<file path="src/rtl/cdb_arbiter_pkg.sv">
// cdb_arbiter_pkg: CDB sizing defaults and the rotating-index helper shared by the arbiter files
`ifndef N
`define N 2
`endif
`ifndef NUM_FU_ALU
`define NUM_FU_ALU 2
`endif
`ifndef NUM_FU_MULT
`define NUM_FU_MULT 2
`endif
`ifndef NUM_FU_LOAD
`define NUM_FU_LOAD 1
`endif
`ifndef CDB_STARVE_LIMIT
`define CDB_STARVE_LIMIT 3
`endif

package cdb_arbiter_pkg;
    function automatic int wrap_add(input int a, input int b, input int n);
        return (a + b) % n;
    endfunction
endpackage

</file>
<file path="src/rtl/cdb_arbiter_pick.sv">
// rr_pick: scans mask from ptr_i in rotating order and fills CDB slots from start_i upward
module rr_pick
    import cdb_arbiter_pkg::*;
#(
    parameter int NUM_REQ = 5,
    parameter int NUM_GNT = 2
) (
    input  logic [NUM_REQ-1:0]                        mask_i,
    input  logic [$clog2(NUM_REQ)-1:0]                ptr_i,
    input  logic [$clog2(NUM_GNT+1)-1:0]              start_i,
    output logic [NUM_REQ-1:0]                        sel_o,
    output logic [NUM_GNT-1:0][$clog2(NUM_REQ)-1:0]   idx_o,
    output logic [$clog2(NUM_GNT+1)-1:0]              stop_o
);
    localparam int IW = $clog2(NUM_REQ);
    localparam int CW = $clog2(NUM_GNT+1);

    logic [NUM_REQ-1:0] rot;

    always_comb begin
        int cnt;
        int r;
        rot = NUM_REQ'({mask_i, mask_i} >> ptr_i);
        sel_o = '0;
        idx_o = '0;
        cnt = int'(start_i);
        r = 0;
        for (int j = 0; j < NUM_REQ; j++) begin
            if (rot[j] && cnt < NUM_GNT) begin
                r = wrap_add(int'(ptr_i), j, NUM_REQ);
                sel_o = sel_o | (NUM_REQ'(1) << r);
                for (int k = 0; k < NUM_GNT; k++)
                    if (cnt == k) idx_o[k] = IW'(r);
                cnt++;
            end
        end
        stop_o = CW'(cnt);
    end
endmodule

</file>
<file path="src/rtl/cdb_arbiter.sv">
// cdb_arbiter: zero-latency CDB slot arbiter with aged, high-priority and normal classes over a rotating pointer
module cdb_arbiter
    import cdb_arbiter_pkg::*;
#(
    parameter int                NUM_REQ      = `NUM_FU_ALU + `NUM_FU_MULT + `NUM_FU_LOAD,
    parameter int                NUM_GNT      = `N,
    parameter int                STARVE_LIMIT = `CDB_STARVE_LIMIT,
    parameter logic [NUM_REQ-1:0] HI_PRI      = '0
) (
    input  logic                                      clock,
    input  logic                                      reset,
    input  logic [NUM_REQ-1:0]                        req,
    input  logic                                      squash,
    output logic [NUM_REQ-1:0]                        grant,
    output logic [NUM_GNT-1:0]                        grant_valid,
    output logic [NUM_GNT-1:0][$clog2(NUM_REQ)-1:0]   grant_idx,
    output logic [NUM_REQ-1:0]                        stall
`ifdef CPU_DEBUG_OUT
    ,output logic [$clog2(NUM_REQ)-1:0]               ptr_debug
`endif
);
    localparam int IW = $clog2(NUM_REQ);
    localparam int CW = $clog2(NUM_GNT+1);
    localparam int AW = $clog2(STARVE_LIMIT+1);

    logic [IW-1:0]              ptr_q, ptr_d;
    logic [NUM_REQ-1:0][AW-1:0] age_q, age_d;
    logic [NUM_REQ-1:0]         aged, hi, lo, sel_a, sel_h, sel_l, denied, rot;
    logic [NUM_GNT-1:0][IW-1:0] idx_a, idx_h, idx_l;
    logic [CW-1:0]              stop_a, stop_h, stop_l;
    logic                       off;

    always_comb begin
        for (int i = 0; i < NUM_REQ; i++)
            aged[i] = req[i] && (age_q[i] >= AW'(STARVE_LIMIT));
        hi = req & ~aged & HI_PRI;
        lo = req & ~aged & ~HI_PRI;
    end

    // Each class resumes filling at the slot where the previous class stopped.
    rr_pick #(.NUM_REQ(NUM_REQ), .NUM_GNT(NUM_GNT)) u_aged (
        .mask_i(aged), .ptr_i(ptr_q), .start_i('0), .sel_o(sel_a), .idx_o(idx_a), .stop_o(stop_a));
    rr_pick #(.NUM_REQ(NUM_REQ), .NUM_GNT(NUM_GNT)) u_hi (
        .mask_i(hi), .ptr_i(ptr_q), .start_i(stop_a), .sel_o(sel_h), .idx_o(idx_h), .stop_o(stop_h));
    rr_pick #(.NUM_REQ(NUM_REQ), .NUM_GNT(NUM_GNT)) u_lo (
        .mask_i(lo), .ptr_i(ptr_q), .start_i(stop_h), .sel_o(sel_l), .idx_o(idx_l), .stop_o(stop_l));

    always_comb begin
        off = reset || squash;
        grant = off ? '0 : (sel_a | sel_h | sel_l);
        grant_idx = off ? '0 : (idx_a | idx_h | idx_l);
        for (int k = 0; k < NUM_GNT; k++)
            grant_valid[k] = !off && (k < int'(stop_l));
        stall = reset ? '0 : (req & ~grant);
    end

    always_comb begin
        denied = req & ~grant;
        rot = NUM_REQ'({denied, denied} >> ptr_q);
        ptr_d = ptr_q;
        for (int j = NUM_REQ - 1; j >= 0; j--)
            if (rot[j]) ptr_d = IW'(wrap_add(int'(ptr_q), j, NUM_REQ));
        if (squash) ptr_d = '0;
        for (int i = 0; i < NUM_REQ; i++)
            age_d[i] = (squash || !denied[i]) ? '0 :
                       (age_q[i] == AW'(STARVE_LIMIT)) ? age_q[i] : age_q[i] + 1'b1;
    end

    always_ff @(posedge clock) begin
        if (reset) begin
            ptr_q <= '0;
            age_q <= '0;
        end else begin
            ptr_q <= ptr_d;
            age_q <= age_d;
        end
    end

`ifdef CPU_DEBUG_OUT
    assign ptr_debug = ptr_q;
`endif
endmodule

</file>
<file path="config.mk">
export PLATFORM = sky130hd
export DESIGN_NAME = cdb_arbiter
export DESIGN_NICKNAME = d
export VERILOG_FILES = /design/src/rtl/cdb_arbiter_pkg.sv /design/src/rtl/cdb_arbiter_pick.sv /design/src/rtl/cdb_arbiter.sv
export SDC_FILE = /design/constraint.sdc
export NUM_CORES = 1
export LEC_CHECK = 0
export ABC_AREA = 1
export CAP_MARGIN = 20
export CORE_MARGIN = 2
export CORE_UTILIZATION = 63
export DETAILED_ROUTE_END_ITERATION = 10
export PLACE_DENSITY = 0.83
export SKIP_LAST_GASP = 1
export SLEW_MARGIN = 5
export SYNTH_ARGS = -nofsm -noshare
export SYNTH_HDL_FRONTEND = slang
export SYNTH_SLANG_ARGS = --single-unit
</file>
<file path="constraint.sdc">
create_clock -name clock -period 8.6 [get_ports clock]
set_clock_uncertainty 0.2 [all_clocks]
set_input_delay 0.86 -clock clock [delete_from_list [all_inputs] [get_ports clock]]
set_output_delay 0.86 -clock clock [all_outputs]
set_load 0.02 [all_outputs]
</file>
; ---- Word-level counts from Yosys, hierarchy flattened
; Cells that the tools add are included.
[word_totals]
reg_bits = 13
input_bits = 8
output_inout_bits = 18
elab_cells = 238
[classes]
add_sub_neg = 23
div = 5
magnitude_cmp = 21
n_eq_ne = 19
shift = 9
n_mux = 81
bitwise_logic = 20
reduce_logical = 54
[op_table]
columns = op, count
row1 = 32-bit logical NOT, 12
row2 = 32-bit by 2-bit == test with 1-bit output (second input constant), 11
row3 = 32-bit by 3-bit < comparator with 1-bit output (second input constant), 11
row4 = 32-bit two-way mux, 11
row5 = 32-bit by 2-bit adder with 32-bit output (second input constant), 8
row6 = 1-bit by 32-bit << shifter with 5-bit output (first input constant), 5
row7 = 32-bit by 4-bit modulo with 32-bit output (second input constant), 4
row8 = 3-bit two-way mux, 34
row9 = 6-bit two-way mux, 15
row10 = 5-bit two-way mux, 17
row11 = 5-bit OR, 14
row12 = 4-bit by 4-bit modulo with 32-bit output (second input constant), 1
row13 = 10-bit by 3-bit >> shifter with 5-bit output, 3
row14 = 1-bit logical AND, 21
row15 = 2-bit == test (second input constant), 7
row16 = 6-bit OR, 2
row17 = 2-bit OR reduction, 6
row18 = 2-bit by 1-bit adder with 2-bit output (second input constant), 5
row19 = 5-bit bitwise AND, 2
row20 = 2-bit >= comparator (second input constant), 5
row21 = 5-bit NOT, 2
row22 = 3-bit by 2-bit adder with 4-bit output (second input constant), 2
row23 = 2-bit by 1-bit adder with 3-bit output (second input constant), 2
row24 = 2-bit adder (second input constant), 3
row25 = other kinds (14), 29

; ---- Logic depth before layout (Yosys ltp)
; Gate-level depths: netlist of run 1.
[logic_depth]
word_depth = 56
mapped_depth = 53
ltp_nobuf = 53

; ---- Modules after synthesis
; From an unflattened synthesis of run 1, not the netlist that was laid out.
[hier_totals]
hier_cells = 1600
area_unflattened_um2 = 9290.2
[by_module_without_submodules]
columns = module, instances, cells_each, area_each_um2, seq_area_each_um2
row1 = rr_pick, 3, 449, 2605.0, 0.0
row2 = cdb_arbiter, 1, 253, 1475.2, 260.2

; ---- Worst setup path after synthesis of run 1
; Ideal clock, no wire load.
[synth_path]
path_kind = input-to-output
start = in req[2]
end = out grant_valid[0]
t_arrival_ps = 6618
required_time_ps = 7540
slack_ps = 922
stages = 43
n_path_buf = 0
cell_sequence = nand2_1 -> nand2_2 -> nand3_1 -> nand3_1 -> nand2_2 -> inv_1 -> ha_1 -> inv_1 -> nand2_2 -> nor2_8 -> inv_2 -> nor2_1 -> inv_1 -> o21ai_0 -> ha_1 -> inv_1 -> o211ai_4 -> inv_2 -> [7 not listed] -> inv_1 -> ha_1 -> inv_1 -> a31oi_4 -> ha_1 -> inv_1 -> nand4_2 -> nand2_1 -> inv_2 -> ha_1 -> inv_1 -> nand2_4 -> nand2_1 -> inv_1 -> ha_1 -> nor2_1 -> nor2_1 -> a31oi_1
[synth_via]
elab_chain_cells = 47
word_cells_on_any_way = 64
classes_between = add/sub (14) / order compare (15) / shift (2) / mux (15) / bitwise (2) / reduce/logical (16)
[synth_rtl]
columns = element, line_no
row1 = from (decl), cdb_arbiter.sv:12  ; input logic [NUM_REQ-1:0] req,
row2 = 1-bit logical AND, cdb_arbiter.sv:35  ; aged[i] = req[i] && (age_q[i] >= AW'(STARVE_LIMIT));
row3 = 10-bit by 3-bit >> shifter with 5-bit output, cdb_arbiter_pick.sv:23  ; rot = NUM_REQ'({mask_i, mask_i} >> ptr_i);
row4 = 1-bit two-way mux, cdb_arbiter_pick.sv:29  ; if (rot[j] && cnt < NUM_GNT) begin
row5 = 1-bit by 2-bit < comparator with 1-bit output, cdb_arbiter_pick.sv:29
row6 = 1-bit logical AND, cdb_arbiter_pick.sv:29
row7 = 32-bit two-way mux, cdb_arbiter_pick.sv:29
row8 = 32-bit by 3-bit < comparator with 1-bit output, cdb_arbiter_pick.sv:29
row9 = 1-bit logical AND, cdb_arbiter_pick.sv:29
row10 = [31 not listed], --
row11 = 32-bit by 3-bit < comparator with 1-bit output, cdb_arbiter_pick.sv:29
row12 = 1-bit logical AND, cdb_arbiter_pick.sv:29
row13 = 32-bit two-way mux, cdb_arbiter_pick.sv:29
row14 = 32-bit by 3-bit < comparator with 1-bit output, cdb_arbiter_pick.sv:29
row15 = 1-bit logical AND, cdb_arbiter_pick.sv:29
row16 = 2-bit two-way mux *, cdb_arbiter_pick.sv:29
row17 = 1-bit by 2-bit < comparator with 1-bit output *, cdb_arbiter.sv:53  ; grant_valid[k] = !off && (k < int'(stop_l));
row18 = 1-bit logical AND *, cdb_arbiter.sv:53
row19 = to (decl), cdb_arbiter.sv:15  ; output logic [NUM_GNT-1:0] grant_valid,
; Every way passes the cells marked *; elsewhere a longest branch is shown, timed or not.

; ---- Worst setup path after layout of run 1
[layout_path]
start = in req[0]
end = out grant[4]
[layout_via]
elab_chain_cells = 47
word_cells_on_any_way = 90
classes_between = add/sub (13) / order compare (14) / shift (2) / mux (30) / bitwise (16) / reduce/logical (15)
[layout_rtl]
columns = element, line_no
row1 = 1-bit logical AND, cdb_arbiter.sv:35
row2 = 10-bit by 3-bit >> shifter with 5-bit output, cdb_arbiter_pick.sv:23
row3 = 1-bit two-way mux, cdb_arbiter_pick.sv:29
row4 = 1-bit by 2-bit < comparator with 1-bit output, cdb_arbiter_pick.sv:29
row5 = 1-bit logical AND, cdb_arbiter_pick.sv:29
row6 = 32-bit two-way mux, cdb_arbiter_pick.sv:29
row7 = 32-bit by 3-bit < comparator with 1-bit output, cdb_arbiter_pick.sv:29
row8 = 1-bit logical AND, cdb_arbiter_pick.sv:29
row9 = [31 not listed], --
row10 = 32-bit by 3-bit < comparator with 1-bit output, cdb_arbiter_pick.sv:29
row11 = 1-bit logical AND, cdb_arbiter_pick.sv:29
row12 = 32-bit two-way mux, cdb_arbiter_pick.sv:29
row13 = 32-bit by 3-bit < comparator with 1-bit output, cdb_arbiter_pick.sv:29
row14 = 1-bit logical AND, cdb_arbiter_pick.sv:29
row15 = 5-bit two-way mux, cdb_arbiter_pick.sv:29
row16 = 5-bit OR *, cdb_arbiter.sv:50  ; grant = off ? '0 : (sel_a | sel_h | sel_l);
row17 = 5-bit two-way mux *, cdb_arbiter.sv:50
row18 = to (decl), cdb_arbiter.sv:14  ; output logic [NUM_REQ-1:0] grant,
; Marked as above.

==> results of run 1 <==
## stage by stage
step	TNS (ns)	setup WS, ns
floorplan	0	0.9222
detailed placement	-0.7074	-0.1214
finish	0	0.3255
global placement	0	0.1053
global route	-0.2818	-0.07932
CTS	0	0.01660
## sequential cells by signal, indices dropped and copies added, names as in the netlist
signal and flops:
age_q 10, ptr_q 3
## worst min-delay path by stage
stage / start / to / slack [ns] / cells after the start
finish: age_q[3]$_SDFFE_PP0N_ / age_q[3]$_SDFFE_PP0N_ / 0.27 / 2
detailed placement: age_q[1]$_SDFFE_PP0N_ / age_q[1]$_SDFFE_PP0N_ / 0.26 / 2
global placement: age_q[1]$_SDFFE_PP0N_ / age_q[1]$_SDFFE_PP0N_ / 0.25 / 2
floorplan: age_q[3]$_SDFFE_PP0N_ / age_q[3]$_SDFFE_PP0N_ / 0.25 / 2
global route: age_q[9]$_SDFFE_PP0N_ / age_q[9]$_SDFFE_PP0N_ / 0.30 / 2
CTS: age_q[1]$_SDFFE_PP0N_ / age_q[1]$_SDFFE_PP0N_ / 0.27 / 2
## cell usage in the layout, fill, tap and decap left out, types with 4 or more instances in the layout
| master | instances |
|---|---|
| nand2_1 | 211 |
| xor2_1 | 12 |
| clkbuf_2 | 7 |
| nand3_2 | 9 |
| nand4_1 | 22 |
| inv_1 | 101 |
| dlymetal6s2s_1 | 6 |
| ha_1 | 44 |
| o21ai_1 | 11 |
| clkdlybuf4s50_1 | 11 |
| inv_2 | 23 |
| nand2_2 | 27 |
| a31oi_1 | 5 |
| o21ai_0 | 38 |
| nor3_1 | 9 |
| a21oi_1 | 28 |
| buf_4 | 28 |
| o211ai_1 | 10 |
| a21oi_2 | 6 |
| nor2_4 | 6 |
| o221ai_1 | 5 |
| nand2_4 | 5 |
| nand3_1 | 77 |
| nor2_1 | 71 |
| nor2_2 | 5 |
| dfxtp_1 | 13 |
| nor4_1 | 4 |
## cell type report
type,instances,share of cell area (%)
Multi-Input combinational cell,642,74.07
Inverter,126,9.192
Timing Repair Buffer,53,8.418
Sequential cell,13,5.031
Tap cell,99,2.395
Clock buffer,3,0.7983
Clock inverter,1,0.09676
## repair_timing
item	4_1_cts	5_1_grt
gates resized for setup	8	36
setup buffers	1	6
cloned	0	0
setup endpoints to repair	9	18
pin swaps	2	4
## per-layer routing
layer	wire [um]	track usage [%]	vias to the layer above
met3	1325	4.753	75
li1	-	-	2703
met1	6190	48.82	2536
met5	0	0	-
met4	701	13.57	0
met2	7000	63.64	338
## cells by family after synthesis
logic type	Yosys count
and+or+nand+nor	457
AOI/OAI and AO/OA	120
buffers and inverters	141
DFF	13
muxes	1
xor gates and xnor gates	19
adders and majority gates	45
## synthesized netlist by cell type, types with 2 or more instances
cell	instances	share of area, %
nor4_1	4	0.54
nand2_1	214	17
o211ai_1	10	1.6
nor3_1	9	0.97
nor2_4	6	1.5
o21ai_0	38	4.1
o21ai_1	11	1.2
nor2_8	3	1.3
a21oi_1	30	3.2
dfxtp_1	13	5.6
a31oi_1	5	0.68
o21ai_2	3	0.57
xor2_2	2	0.70
buf_2	10	1.1
nand2_2	24	3.2
a21oi_4	2	0.70
xor2_1	12	2.3
o221ai_1	5	0.95
inv_1	104	8.4
nand4_1	22	3.0
buf_6	3	0.73
nand2_4	5	1.2
nand3b_1	2	0.32
xor2_4	3	1.8
ha_1	45	12
o21a_1	2	0.32
nor2_2	4	0.54
nand3_1	78	8.4
nor2_1	72	5.8
nand3_2	8	1.7
a21oi_2	4	0.76
nand4_2	3	0.81
inv_2	21	1.7
a221oi_1	3	0.57
## worst register-to-register path: cells and delay by family (launching register included)
family                   cells  cell delay, ns
AND/OR/NAND/NOR             28            3.03
adder cells (fa/ha/maj)      6            1.63
buffers and inverters       14            1.48
XOR/XNOR                     1            0.20
AO/OA/AOI/OAI                2            0.27
flip-flops                   1            0.36
==> flow_metrics.env, run 1 <==
export IMPL_clockBufferDepth=2
export IMPL_regArea_um2=260.3
export IMPL_r2r_worst_path_cells=51
export IMPL_first_pass_iters=6
export IMPL_num_vias=5652
export IMPL_crit_path_end_kind="output pin"
export IMPL_clkLatencyLatePin_ns=0.25
export IMPL_syn_mean_instance_area_um2=5.805
export IMPL_grt_max_degree=33
export IMPL_grt_total_usage_pct=37.58
export IMPL_crit_family="simple AND/OR/NAND/NOR gates"
export IMPL_overflow=0
export IMPL_critPathKind="input port to output pin"
export IMPL_utilization_pct=72.08
export IMPL_synth_cell_types=50
export IMPL_clk_pin_slew_ns=0.06
export IMPL_synth_top_family_by_area="simple AND/OR/NAND/NOR gates"
export IMPL_start_kind="input port"
export IMPL_grt_pass1_vias=4920
export IMPL_final_cells=937
export IMPL_setup_violations=0
export IMPL_drtAntennaViolNets=0
export IMPL_fmaxAchievable_mhz=120.9
export IMPL_synth_compound_area_share_pct=16.65
export IMPL_wl_per_cell_um=16.24
export IMPL_placed_cells=926
export IMPL_path_max_fanout=6
export IMPL_numPortBuffers=25
export IMPL_drc=0
export IMPL_wirelength_um=15220
export IMPL_area_growth_pct=11.94
export IMPL_hold_class="register to register"
export IMPL_drive_above_1_share_pct=17.30
export IMPL_finalCriticalPeriod_ns=8.275
export IMPL_clock_sinks=13
export IMPL_startpoint="req[0]"
export IMPL_maxCapViolCount=0
export IMPL_relSlewSlack_pct=60.22
export IMPL_dpl_hpwl_um=12280
export IMPL_syn_area_um2=4621
export IMPL_n_fill_cell=653
export IMPL_avgViaCountPerCell=6.032
export IMPL_r2r_setup_slack_ns=1.33
export IMPL_synthAdderAreaFrac_pct=12.19
export IMPL_cpPeakStageDelay_ns=0.62
export IMPL_ys_seq_elements=13
export IMPL_final_net_count=892
export IMPL_crit_reg2reg_launch="ptr_q[0]$_SDFFE_PN0P_"
export IMPL_synthFlopType="dfxtp_1"
export IMPL_cp_num_cells=43
export IMPL_netlist_instances=796
export IMPL_critical_path_buf_inv_count=13
export IMPL_yosys_warnings=0
export IMPL_grt_antenna_before_repair=0
export IMPL_gp_congestion=1.052
export IMPL_fin_hold_ws_ns=0.2714
export IMPL_critPathRequiredTime_ns=7.54
export IMPL_finalHoldViolCount=0
export IMPL_clock_root_buffer="clkbuf_8"
export IMPL_grt_first_pass_wirelength_um=23540
export IMPL_htree_levels=1
export IMPL_synth_fp_nets=849
export IMPL_ioPinCount=26
export IMPL_synth_xor_area_share_pct=5.307
export IMPL_status="completed"
export IMPL_core_um2=7176
export IMPL_worst_ep_arrival_time_ns=7.21
export IMPL_die_y_um=89.64
export IMPL_path_common_cell="inv_1"
export IMPL_place_area_um2=5061
export IMPL_cts_tree="yes"
export IMPL_final_area_um2=5172
export IMPL_synth_edf_count=0
export IMPL_period_share_pct=96.22
export IMPL_reg2reg_to="ptr_q[1]$_SDFFE_PN0P_"
export IMPL_tightest_slew_ns=0.5959
export IMPL_drt_iter0_markers=636
export IMPL_drv_slew=0
export IMPL_muxShareOfSynthArea_pct=0.2166
export IMPL_start_util_pct=64.39
export IMPL_synthArstFlopShare_pct=0
export IMPL_multi_input_area_um2=3831
export IMPL_die_area_um2=8035
export IMPL_crit_path_top_delay_cell="clkdlybuf4s50_1"
export IMPL_die_w_um=89.64
export IMPL_synth_simple_area_share_pct=47.79
export IMPL_numCtsBuffers=3
export IMPL_ys_seq_area_share_pct=5.632
export IMPL_postCtsHoldBufs=0
export IMPL_cp_endpoint="grant[4]"
export IMPL_num_rows=31
export IMPL_diodes=0
Power of run 1 is not shown: default switching activity piles up to over one toggle a cycle in this logic, so the estimate is an artifact.
==> inputs of run 2 (changes only) <==
- ABC_AREA: 1 -> not set
==> flow_metrics.env, run 2 <==
export IMPL_synthFlopType="dfxtp_1"
export IMPL_worst_endpoint_kind="register data pin"
export IMPL_pre_cts_ws_ns=-1.340
export IMPL_ioPinCount=26
export IMPL_dpl_hpwl_um=15610
export IMPL_yosysTopAreaCellShare_pct=11.34
export IMPL_clock_root_buffer="clkbuf_8"
export IMPL_yosys_warnings=0
export IMPL_synth_cell_types=91
export IMPL_status="did not finish"
export IMPL_numCtsBuffers=3
export IMPL_num_rows=32
export IMPL_ys_top_cells_by_area="ha_1, nand2_1, dfxtp_1, nor2_1, mux4_2"
export IMPL_die_w_um=92.79
export IMPL_synth_most_common_cell="nand2_1"
export IMPL_error="[ERROR GRT-0232] Routing congestion too high. Check the congestion heatmap in the GUI."
export IMPL_grt_max_degree=38
export IMPL_clockBufferDepth=2
export IMPL_yosys_area_top_type="ha_1"
export IMPL_synth_edf_count=0
export IMPL_htree_levels=1
export IMPL_numPortBuffers=25
export IMPL_ys_seq_area_share_pct=5.241
export IMPL_gp_congestion=1.095
export IMPL_grt_worst_endpoint="ptr_q[0]$_SDFFE_PN0P_/D"
export IMPL_synthArstFlopShare_pct=0
export IMPL_netlist_instances=710
export IMPL_place_area_um2=6586
export IMPL_synth_fp_nets=763
export IMPL_die_y_um=92.79
export IMPL_synth_commonest_cells="nand2_1, nor2_1, ha_1"
export IMPL_overflow=31
export IMPL_ys_seq_elements=13
export IMPL_syn_area_um2=4966
export IMPL_grt_total_usage_pct=75.08
export IMPL_stop_stage="5_1_grt"
export IMPL_clock_sinks=13
export IMPL_start_util_pct=64.60
export IMPL_postCtsHoldBufs=0
export IMPL_syn_mean_instance_area_um2=6.994
-- run 2: changes by cell type after synthesis, sizes merged, moves of 19 or more --
cell / change
nand2: -160
nor2: -25
clkbuf: +20
nand4: -19
inv: -91
nand3: -66
-- run 2: stage by stage --
step	std cells	util, %
after floorplan	710	-
after global placement	933	85.68
after detailed placement	933	85.68
after CTS	970	91.94
-- run 2: routing by layer --
layer / GRT overflow / track usage (%)
met1: 0 / 73.37
met4: 13 / 75.37
met5: 0 / 18.59
met2: 18 / 93.12
met3: 0 / 60.54
-- run 2: repair_timing --
item / 4_1_cts
cloned: 0
pin swaps: 60
setup buffers: 34
endpoints found under the setup margin: 21
resized for setup: 159
-- run 2: cell families after synthesis --
| family | Yosys count | share of synthesized area [%] |
|---|---|---|
| mux | 36 | 9.876 |
| simple gates | 298 | 31.17 |
| compound gates | 223 | 32.55 |
| fa+ha+maj | 46 | 11.54 |
| flops | 13 | 5.241 |
| xor+xnor | 19 | 3.351 |
| buf+inv | 75 | 6.273 |
==> inputs of run 3 (changes only) <==
- CORE_UTILIZATION: 63 -> 40
- PLACE_DENSITY: 0.83 -> not set
- PLACE_DENSITY_LB_ADDON: not set -> 0.15
==> flow_metrics.env, run 3 <==
export IMPL_crit_family="simple AND/OR/NAND/NOR gates"
export IMPL_grt_antenna_before_repair=0
export IMPL_critPathRequiredTime_ns=7.54
export IMPL_numCtsBuffers=3
export IMPL_finalHoldViolCount=0
export IMPL_dpl_hpwl_um=15160
export IMPL_wirelength_um=19250
export IMPL_swShare_pct=53.74
export IMPL_grt_total_usage_pct=28.75
export IMPL_start_kind="input port"
export IMPL_grt_pass1_vias=6047
export IMPL_yosysTopAreaCellShare_pct=11.34
export IMPL_drc=0
export IMPL_p_total_w=0.002936
export IMPL_final_net_count=922
export IMPL_setup_ws_ns=-0.2580
export IMPL_violations="setup timing"
export IMPL_p_comb_share_pct=94.2
export IMPL_crit_path_end_kind="output pin"
export IMPL_grt_first_pass_wirelength_um=30950
export IMPL_top_register="age_q"
export IMPL_seq_power_share_pct=2.8
export IMPL_htree_levels=1
export IMPL_drive_above_1_share_pct=37.56
export IMPL_diodes=0
export IMPL_grt_max_degree=38
export IMPL_critPathKind="input port to output pin"
export IMPL_path_common_cell="ha_4"
export IMPL_clkLatencyLatePin_ns=0.24
export IMPL_ys_seq_elements=13
export IMPL_fmaxAchievable_mhz=112.9
export IMPL_rsz0062_at_grt="yes"
export IMPL_pre_cts_ws_ns=-1.306
export IMPL_drv_slew=0
export IMPL_worst_ep_arrival_time_ns=7.80
export IMPL_critical_path_buf_inv_count=6
export IMPL_die_y_um=115.4
export IMPL_drtAntennaViolNets=0
export IMPL_overflow=0
export IMPL_ys_top_cells_by_area="ha_1, nand2_1, dfxtp_1, nor2_1, mux4_2"
export IMPL_wl_per_cell_um=18.58
export IMPL_yosys_area_top_type="ha_1"
export IMPL_p_leak_nw=3.042
export IMPL_syn_mean_instance_area_um2=6.994
export IMPL_setup_tns_ns=-3.303
export IMPL_postCtsHoldBufs=0
export IMPL_place_area_um2=6661
export IMPL_syn_area_um2=4966
export IMPL_synthArstFlopShare_pct=0
export IMPL_clock_sinks=13
export IMPL_synth_commonest_cells="nand2_1, nor2_1, ha_1"
export IMPL_ys_seq_area_share_pct=5.241
export IMPL_largest_reg_flops=10
export IMPL_cts_tree="yes"
export IMPL_synth_fp_nets=763
export IMPL_num_rows=40
export IMPL_setup_violations=18
export IMPL_powerDensity_nw_per_um2=405.6
export IMPL_gp_congestion=1.016
export IMPL_netlist_instances=710
export IMPL_clock_root_buffer="clkbuf_16"
export IMPL_die_w_um=115.4
export IMPL_ioPinCount=26
export IMPL_tightest_slew_ns=1.060
export IMPL_period_share_pct=103.0
export IMPL_path_max_fanout=5
export IMPL_synthFlopType="dfxtp_1"
export IMPL_p_int_w=0.001358
export IMPL_start_util_pct=41.17
export IMPL_synth_most_common_cell="nand2_1"
export IMPL_num_vias=6326
export IMPL_cpPeakStageDelay_ns=0.47
export IMPL_area_growth_pct=45.78
export IMPL_relSlewSlack_pct=28.98
export IMPL_maxCapViolCount=0
export IMPL_core_um2=12060
export IMPL_status="complete, but fails checks"
export IMPL_hold_class="register to register"
export IMPL_clk_pin_slew_ns=0.04
export IMPL_ir_worst_vdd_v=0.0001930
export IMPL_most_common_layout_cells="buf_4, nand2_1, nor2_1"
export IMPL_synth_cell_types=91
export IMPL_first_pass_iters=6
export IMPL_yosys_warnings=0
export IMPL_final_common_cell="buf_4"
export IMPL_synth_edf_count=0
export IMPL_numPortBuffers=25
export IMPL_avgViaCountPerCell=6.106
export IMPL_pwr_share_clk_pct=2.9
export IMPL_crit_path_top_delay_cell="o41a_1"
export IMPL_drt_iter0_markers=738
export IMPL_clockBufferDepth=2
export IMPL_largestRegisters="age_q x10, ptr_q x3"
export IMPL_die_area_um2=13320
export IMPL_utilization_pct=60.02
export IMPL_netSwitchingPower_w=0.001578
export IMPL_finalCriticalPeriod_ns=8.858
export IMPL_final_area_um2=7239
## run 3: cell counts after synthesis
Identical to the previous run, type by type.
## run 3: stage by stage
step           std cells  hold slack [ns]
2_1_floorplan        710           0.2676
3_3_place_gp         998           0.2828
3_5_place_dp         998           0.2997
4_1_cts             1026           0.3104
5_1_grt             1036           0.3612
6_report            1036           0.3044
## run 3: final timing paths
path	start	to	slack, ns	depth (start not counted)
max reg2reg	age_q[0]$_SDFFE_PP0N_	ptr_q[0]$_SDFFE_PN0P_	-0.19	46
min reg2reg	age_q[7]$_SDFFE_PP0N_	age_q[7]$_SDFFE_PP0N_	0.30	2
max	req[4]	grant_idx[3]	-0.26	40
min	age_q[7]$_SDFFE_PP0N_	age_q[7]$_SDFFE_PP0N_	0.30	2
## run 3: power by group through the flow
stage | Combinational [W] | Clock [W] | Sequential, W
after CTS | 0.00259 | 0.0000890 | 0.0000833
after global placement | 0.00239 | 0 | 0.0000836
after global routing | 0.00297 | 0.0000917 | 0.0000854
after floorplan | 0.00163 | 0 | 0.0000806
final | 0.00277 | 0.0000865 | 0.0000835
after detailed placement | 0.00243 | 0 | 0.0000843
## run 3: cell families after synthesis
family	synth area share (%)
and+or+nand+nor	31.17
AOI/OAI and AO/OA	32.55
buffers and inverters	6.273
adders and majority gates	11.54
muxes	9.876
xor gates and xnor gates	3.351
DFF	5.241
## run 3: layout make-up
| class | count | area (um2) |
|---|---|---|
| multi-input cells | 622 | 4992 |
| flip-flops and latches | 13 | 261.5 |
| well taps | 168 | 210.2 |
| clock buffers | 4 | 78.83 |
| repair buffers | 192 | 1545 |
| inverters | 37 | 151.4 |
| fillers | 1082 | 4822 |
## run 3: worst reg2reg max path: cells and delay by family, from the launching register on
family / cells / cell delay [ns]
AND/OR/NAND/NOR: 13 / 2.14
AO/OA/AOI/OAI: 13 / 1.96
multiplexers: 4 / 1.66
adder cells (fa/ha/maj): 6 / 1.32
buffers and inverters: 9 / 0.85
flip-flops: 1 / 0.36
XOR/XNOR: 1 / 0.13
## run 3: per-layer routing
| layer | vias to the layer above | share of wire [%] | track usage [%] |
|---|---|---|---|
| li1 | 3024 | - | - |
| met1 | 3000 | 45 | 40.94 |
| met2 | 272 | 47 | 48.27 |
| met3 | 30 | 7.1 | 1.883 |
| met4 | 0 | 1.2 | 5.301 |
| met5 | - | 0 | 0 |
## run 3: timing repair
item / 4_1_cts / 5_1_grt
buffers inserted: 24 / 10
gates resized for setup: 143 / 33
endpoints found under the setup margin: 21 / 21
pin swaps: 46 / 46
(Power assumes the default switching activity.)
==> inputs of run 4 (changes only) <==
- ABC_AREA: not set -> 1
- CTS_CLUSTER_SIZE: not set -> 24
==> flow_metrics.env, run 4 (synthesized netlist as in run 1, its figures left out) <==
export IMPL_path_max_fanout=8
export IMPL_finalCriticalPeriod_ns=8.086
export IMPL_numCtsBuffers=3
export IMPL_drive_above_1_share_pct=17.60
export IMPL_setup_violations=0
export IMPL_status="completed"
export IMPL_num_rows=39
export IMPL_cpPeakStageDelay_ns=0.41
export IMPL_top_register="age_q"
export IMPL_final_common_cell="nand2_1"
export IMPL_largest_reg_flops=10
export IMPL_numPortBuffers=25
export IMPL_start_util_pct=40.64
export IMPL_htree_levels=1
export IMPL_n_fill_cell=1248
export IMPL_grt_max_degree=18
export IMPL_most_common_layout_cells="nand2_1, inv_1, nand3_1"
export IMPL_drtAntennaViolNets=0
export IMPL_diodes=0
export IMPL_clk_pin_slew_ns=0.05
export IMPL_grt_pass1_vias=5064
export IMPL_multi_input_area_um2=3861
export IMPL_area_growth_pct=15.30
export IMPL_relSlewSlack_pct=37.77
export IMPL_grt_first_pass_wirelength_um=25760
export IMPL_r2r_worst_path_cells=51
export IMPL_cp_endpoint="grant_idx[5]"
export IMPL_dpl_hpwl_um=13460
export IMPL_avgViaCountPerCell=5.450
export IMPL_ioPinCount=26
export IMPL_largestRegisters="age_q x10, ptr_q x3"
export IMPL_gp_congestion=1.016
export IMPL_clockBufferDepth=2
export IMPL_grt_total_usage_pct=25.36
export IMPL_period_share_pct=94.02
export IMPL_num_vias=5363
export IMPL_first_pass_iters=8
export IMPL_tightest_slew_ns=0.9236
export IMPL_die_w_um=111.5
export IMPL_clock_sinks=13
export IMPL_crit_path_end_kind="output pin"
export IMPL_finalHoldViolCount=0
export IMPL_drv_slew=0
export IMPL_drc=0
export IMPL_wl_per_cell_um=16.17
export IMPL_hold_class="register to register"
export IMPL_cts_tree="yes"
export IMPL_grt_antenna_before_repair=0
export IMPL_crit_path_top_delay_cell="clkdlybuf4s50_1"
export IMPL_r2r_setup_slack_ns=1.50
export IMPL_start_kind="input port"
export IMPL_clock_root_buffer="clkbuf_16"
export IMPL_worst_ep_arrival_time_ns=7.03
export IMPL_fmaxAchievable_mhz=123.7
export IMPL_drt_iter0_markers=580
export IMPL_final_cells=984
export IMPL_min_from="age_q[1]$_SDFFE_PP0N_"
export IMPL_startpoint="req[2]"
export IMPL_final_net_count=895
export IMPL_crit_reg2reg_launch="ptr_q[1]$_SDFFE_PN0P_"
export IMPL_placed_cells=979
export IMPL_wirelength_um=15910
export IMPL_regArea_um2=260.3
export IMPL_core_um2=11370
export IMPL_clkLatencyLatePin_ns=0.24
export IMPL_overflow=0
export IMPL_die_area_um2=12430
export IMPL_reg2reg_to="ptr_q[0]$_SDFFE_PN0P_"
export IMPL_die_y_um=111.5
export IMPL_critPathRequiredTime_ns=7.54
export IMPL_maxCapViolCount=0
export IMPL_critPathKind="input port to output pin"
## run 4: repair_timing
item                                    CTS  global route
pin swaps                                 0             4
endpoints found under the setup margin    7            18
gates resized for setup                   7            35
hold buffers                              0             0
setup buffers                             0             1
## run 4: stage by stage
step / hold WS, ns / setup TNS (ns) / area [um2] / util (%) / worst slack [ns]
2_1_floorplan: 0.2465 / 0 / 4621 / - / 0.9222
3_3_place_gp: 0.2540 / 0 / 5184 / 45.59 / 0.1068
3_5_place_dp: 0.2626 / -0.1673 / 5184 / 45.59 / -0.05935
4_1_cts: 0.2701 / 0 / 5254 / 46.21 / 0.03800
5_1_grt: 0.2920 / -0.01522 / 5328 / 46.86 / -0.01099
6_report: 0.2662 / 0 / 5328 / 46.86 / 0.5143
## run 4: how the worst min path moves through the flow
stage / end / cells after the start
2_1_floorplan: age_q[3]$_SDFFE_PP0N_ / 2
3_3_place_gp: age_q[1]$_SDFFE_PP0N_ / 2
3_5_place_dp: age_q[1]$_SDFFE_PP0N_ / 2
4_1_cts: age_q[1]$_SDFFE_PP0N_ / 2
5_1_grt: age_q[3]$_SDFFE_PP0N_ / 2
6_report: age_q[1]$_SDFFE_PP0N_ / 2
## run 4: layer usage
metal | up-vias | part of all wire (%) | GRT usage, %
met5 | - | 0 | 0
met4 | 0 | 1.4 | 4.280
met1 | 2487 | 46 | 33.84
li1 | 2704 | - | -
met3 | 22 | 5.0 | 2.613
met2 | 150 | 48 | 44.96
## run 4: worst max-delay path, delay by kind of cell
| kind | cells | cell delay [ns] |
|---|---|---|
| AOI/OAI and AO/OA | 3 | 0.46 |
| xor gates and xnor gates | 1 | 0.19 |
| adders and majority gates | 6 | 1.62 |
| buffers and inverters | 16 | 1.82 |
| and+or+nand+nor | 22 | 2.06 |
## run 4: layout make-up
| type | instances | area share (%) |
|---|---|---|
| flip-flops and latches | 13 | 4.885 |
| repair buffers | 56 | 8.877 |
| clock buffers | 4 | 1.480 |
| inverters | 126 | 8.924 |
| multi-input cells | 642 | 72.48 |
| well taps | 143 | 3.358 |
Power of run 4 is left out for the same reason.
==> RTL change: new RTL, settings of run 1 <==
Make the reset (`reset`) asynchronous in one clocked block.
--- a/src/rtl/cdb_arbiter.sv
+++ b/src/rtl/cdb_arbiter.sv
@@ -67,5 +67,5 @@
     end
 
-    always_ff @(posedge clock) begin
+    always_ff @(posedge clock or posedge reset) begin
         if (reset) begin
             ptr_q <= '0;
Behaviour: no difference found for any inputs over 4 cycles, from zero or initial values and one cycle with reset high; that may be too few to reach the edited logic, so the function may still have changed.
==> RTL change against run 1 <==
Cell count shrank 0.53%. Sequential cell count unchanged. Core utilization up 1.4 points. Routed wire length fell by 2.2%. Largest cell class unchanged. Critical endpoint is now grant_idx[0]. Count of clock-buffer cells in the layout unchanged. Final area up 2.4%. Setup slack better by 0.047 ns. Global-route usage shrank 1.1 points. Critical path type unchanged. Area after synthesis increased by 1.6%. Critical path depth rose by 5.
Power is left out: the tool's default activity adds up to more than one toggle a clock period on the data nets, which glitch-free logic cannot reach.
==> RTL change: results (changes against run 1) <==
| Metric | Value |
|---|---|
| All-layer global routing usage | `0.3644 (was 0.3758)` |
| Worst Min Path Start | `age_q[7] (was age_q[3])` |
| CP Max Fanout | `6 (unchanged)` |
| Status | `complete, no violations (unchanged)` |
| Data arrival, critical path | `7.17 ns (was 7.21 ns)` |
| Sequential area share after synthesis | `0.06931 (was 0.05632)` |
| Final GP Congestion | `1.101 (was 1.052)` |
| Yosys warnings | `0 (unchanged)` |
| Post-Syn Nets | `840 (was 849)` |
| Multiplexer share of the synthesized area | `0.002133 (was 0.002166)` |
| Post-synth ARST share | `1.000 (was 0)` |
| WL/cell | `15.97 µm (was 16.24 µm)` |
| Post-Synth Adder-Cell Area | `0.1200 (was 0.1219)` |
| Clock latency at the later pin of the worst-skew pair | `0.26 ns` |
| Largest net degree at the start of global routing | `20 (was 33)` |
| Reg2Reg Capture Point | `ptr_q[2] (was ptr_q[1])` |
| DRT iter0 DRCs | `476 (was 636)` |
| Origin of the worst setup path | `req[3] (was req[0])` |
| Vias in the first global route | `5220 (was 4920)` |
| XOR/XNOR Fraction of Synth Area | `0.06185 (was 0.05307)` |
| Worst Tran Pin Value | `1.042 ns (was 0.5959 ns)` |
| Flop-to-flop setup slack | `1.47 ns (was 1.33 ns)` |
| First-pass DRT Iterations | `5 (was 6)` |
| Top FF cell, synth | `dfrtp_1 (was dfxtp_1)` |
| CTS Buf Count | `3 (unchanged)` |
| Share of cells above drive strength 1 | `0.1657 (was 0.1730)` |
| Unique cell type count in the Yosys netlist | `56 (was 50)` |
| CP peak stage delay | `0.46 ns (was 0.62 ns)` |
| Top cells by area, synth | `nand2_1 17%, ha_1 12%, nand3_1 8.7% (was nand2_1 17%, ha_1 12%, nand3_1 8.4%)` |
| Worst hold endpoint | `age_q[7] (was age_q[3])` |
| Antenna diodes | `0 (unchanged)` |
| Clock root cell | `clkbuf_8 (unchanged)` |
| Clock transition at path regs | `0.06 ns (about the same)` |
| Fillers | `639 (was 653)` |
| Reg-to-Reg Start | `ptr_q[0] (unchanged)` |
| Nets | `887 (was 892)` |
| DP Wirelength | `12.14 mm (was 12.28 mm)` |
| Compound-gate portion of the synthesized area | `0.1570 (was 0.1665)` |
| Antenna violations before repair | `0 (unchanged)` |
| First-pass GRT wire length | `24.70 mm (was 23.54 mm)` |
| Top flop regs | `age_q (10), ptr_q (3) (unchanged)` |
| Commonest cells post-synth | `214 x nand2_1, 106 x inv_1, 82 x nand3_1 (was 214 x nand2_1, 104 x inv_1, 78 x nand3_1)` |
| Via-to-Cell Ratio | `5.851 (was 6.032)` |
RTL change: cell types whose count changed after synthesis, moves of 3 or more:
cell      change
nor3_1        +3
nor4_1        -4
a21oi_1       -7
o21ai_0       +4
nand3_2       +6
dfxtp_1      -13
inv_2         -4
a21oi_2       -3
nand3_1       +4
nand2_2       -6
o221ai_1      -4
nor2_1       -11
dfrtp_1      +13
o21ai_1       +3
RTL change: metrics by stage:
step | area (µm²) | hold WS, ns | std cells | setup WS, ns | util
floorplan | 4693 | 0.3040 | 787 | 0.7260 | -
global placement | 5184 | 0.3127 | 924 | 0.08357 | 0.7185
detailed placement | 5184 | 0.3253 | 924 | -0.2312 | 0.7185
CTS | 5233 | 0.3332 | 929 | 0.04741 | 0.7253
global route | 5299 | 0.3617 | 932 | -0.1142 | 0.7345
finish | 5299 | 0.3323 | 932 | 0.3729 | 0.7345
RTL change: per-layer routing:
metal | track usage | wire length, µm
met1 | 0.4730 | 6350
met2 | 0.6190 | 7005
met3 | 0.04758 | 1071
met4 | 0.1321 | 455
met5 | 0 | 0
RTL change: how the worst max path moves through the flow:
stage                     end  slack (ns)  depth (start not counted)
3_5_place_dp     grant_idx[2]       -0.23                         48
2_1_floorplan  grant_valid[0]        0.73                         43
6_report         grant_idx[0]        0.37                         48
3_3_place_gp     grant_idx[2]        0.08                         47
4_1_cts          grant_idx[2]        0.05                         48
5_1_grt          grant_idx[0]       -0.11                         46
RTL change: layout make-up:
type | count | share of cell area
Multi-Input combinational cell | 637 | 0.7301
Inverter | 125 | 0.09020
Timing Repair Buffer | 54 | 0.08619
Sequential cell | 13 | 0.06139
Tap cell | 99 | 0.02338
Clock buffer | 3 | 0.007792
Clock inverter | 1 | 0.0009445
RTL change: critical path: cells and delay by family:
family / cells / cell delay (ns)
adder cells (fa/ha/maj): 7 / 1.84
AND/OR/NAND/NOR: 22 / 2.27
AO/OA/AOI/OAI: 2 / 0.23
buffers and inverters: 17 / 1.98
RTL change: timing repair:
action                                  4_1_cts  5_1_grt
buffers inserted                              1        3
pin swaps                                     1        5
gates resized for setup                       9       21
hold buffers                                  0        0
endpoints found under the setup margin        8       18
RTL change: cells by family (layout without fill, tap and decap cells):
| family | count (synthesis) | count (layout) |
|---|---|---|
| flops | 13 | 13 |
| xor+xnor | 22 | 22 |
| buf+inv | 137 | 183 |
| compound gates | 117 | 117 |
| simple gates | 452 | 452 |
| fa+ha+maj | 45 | 45 |
| mux | 1 | 1 |
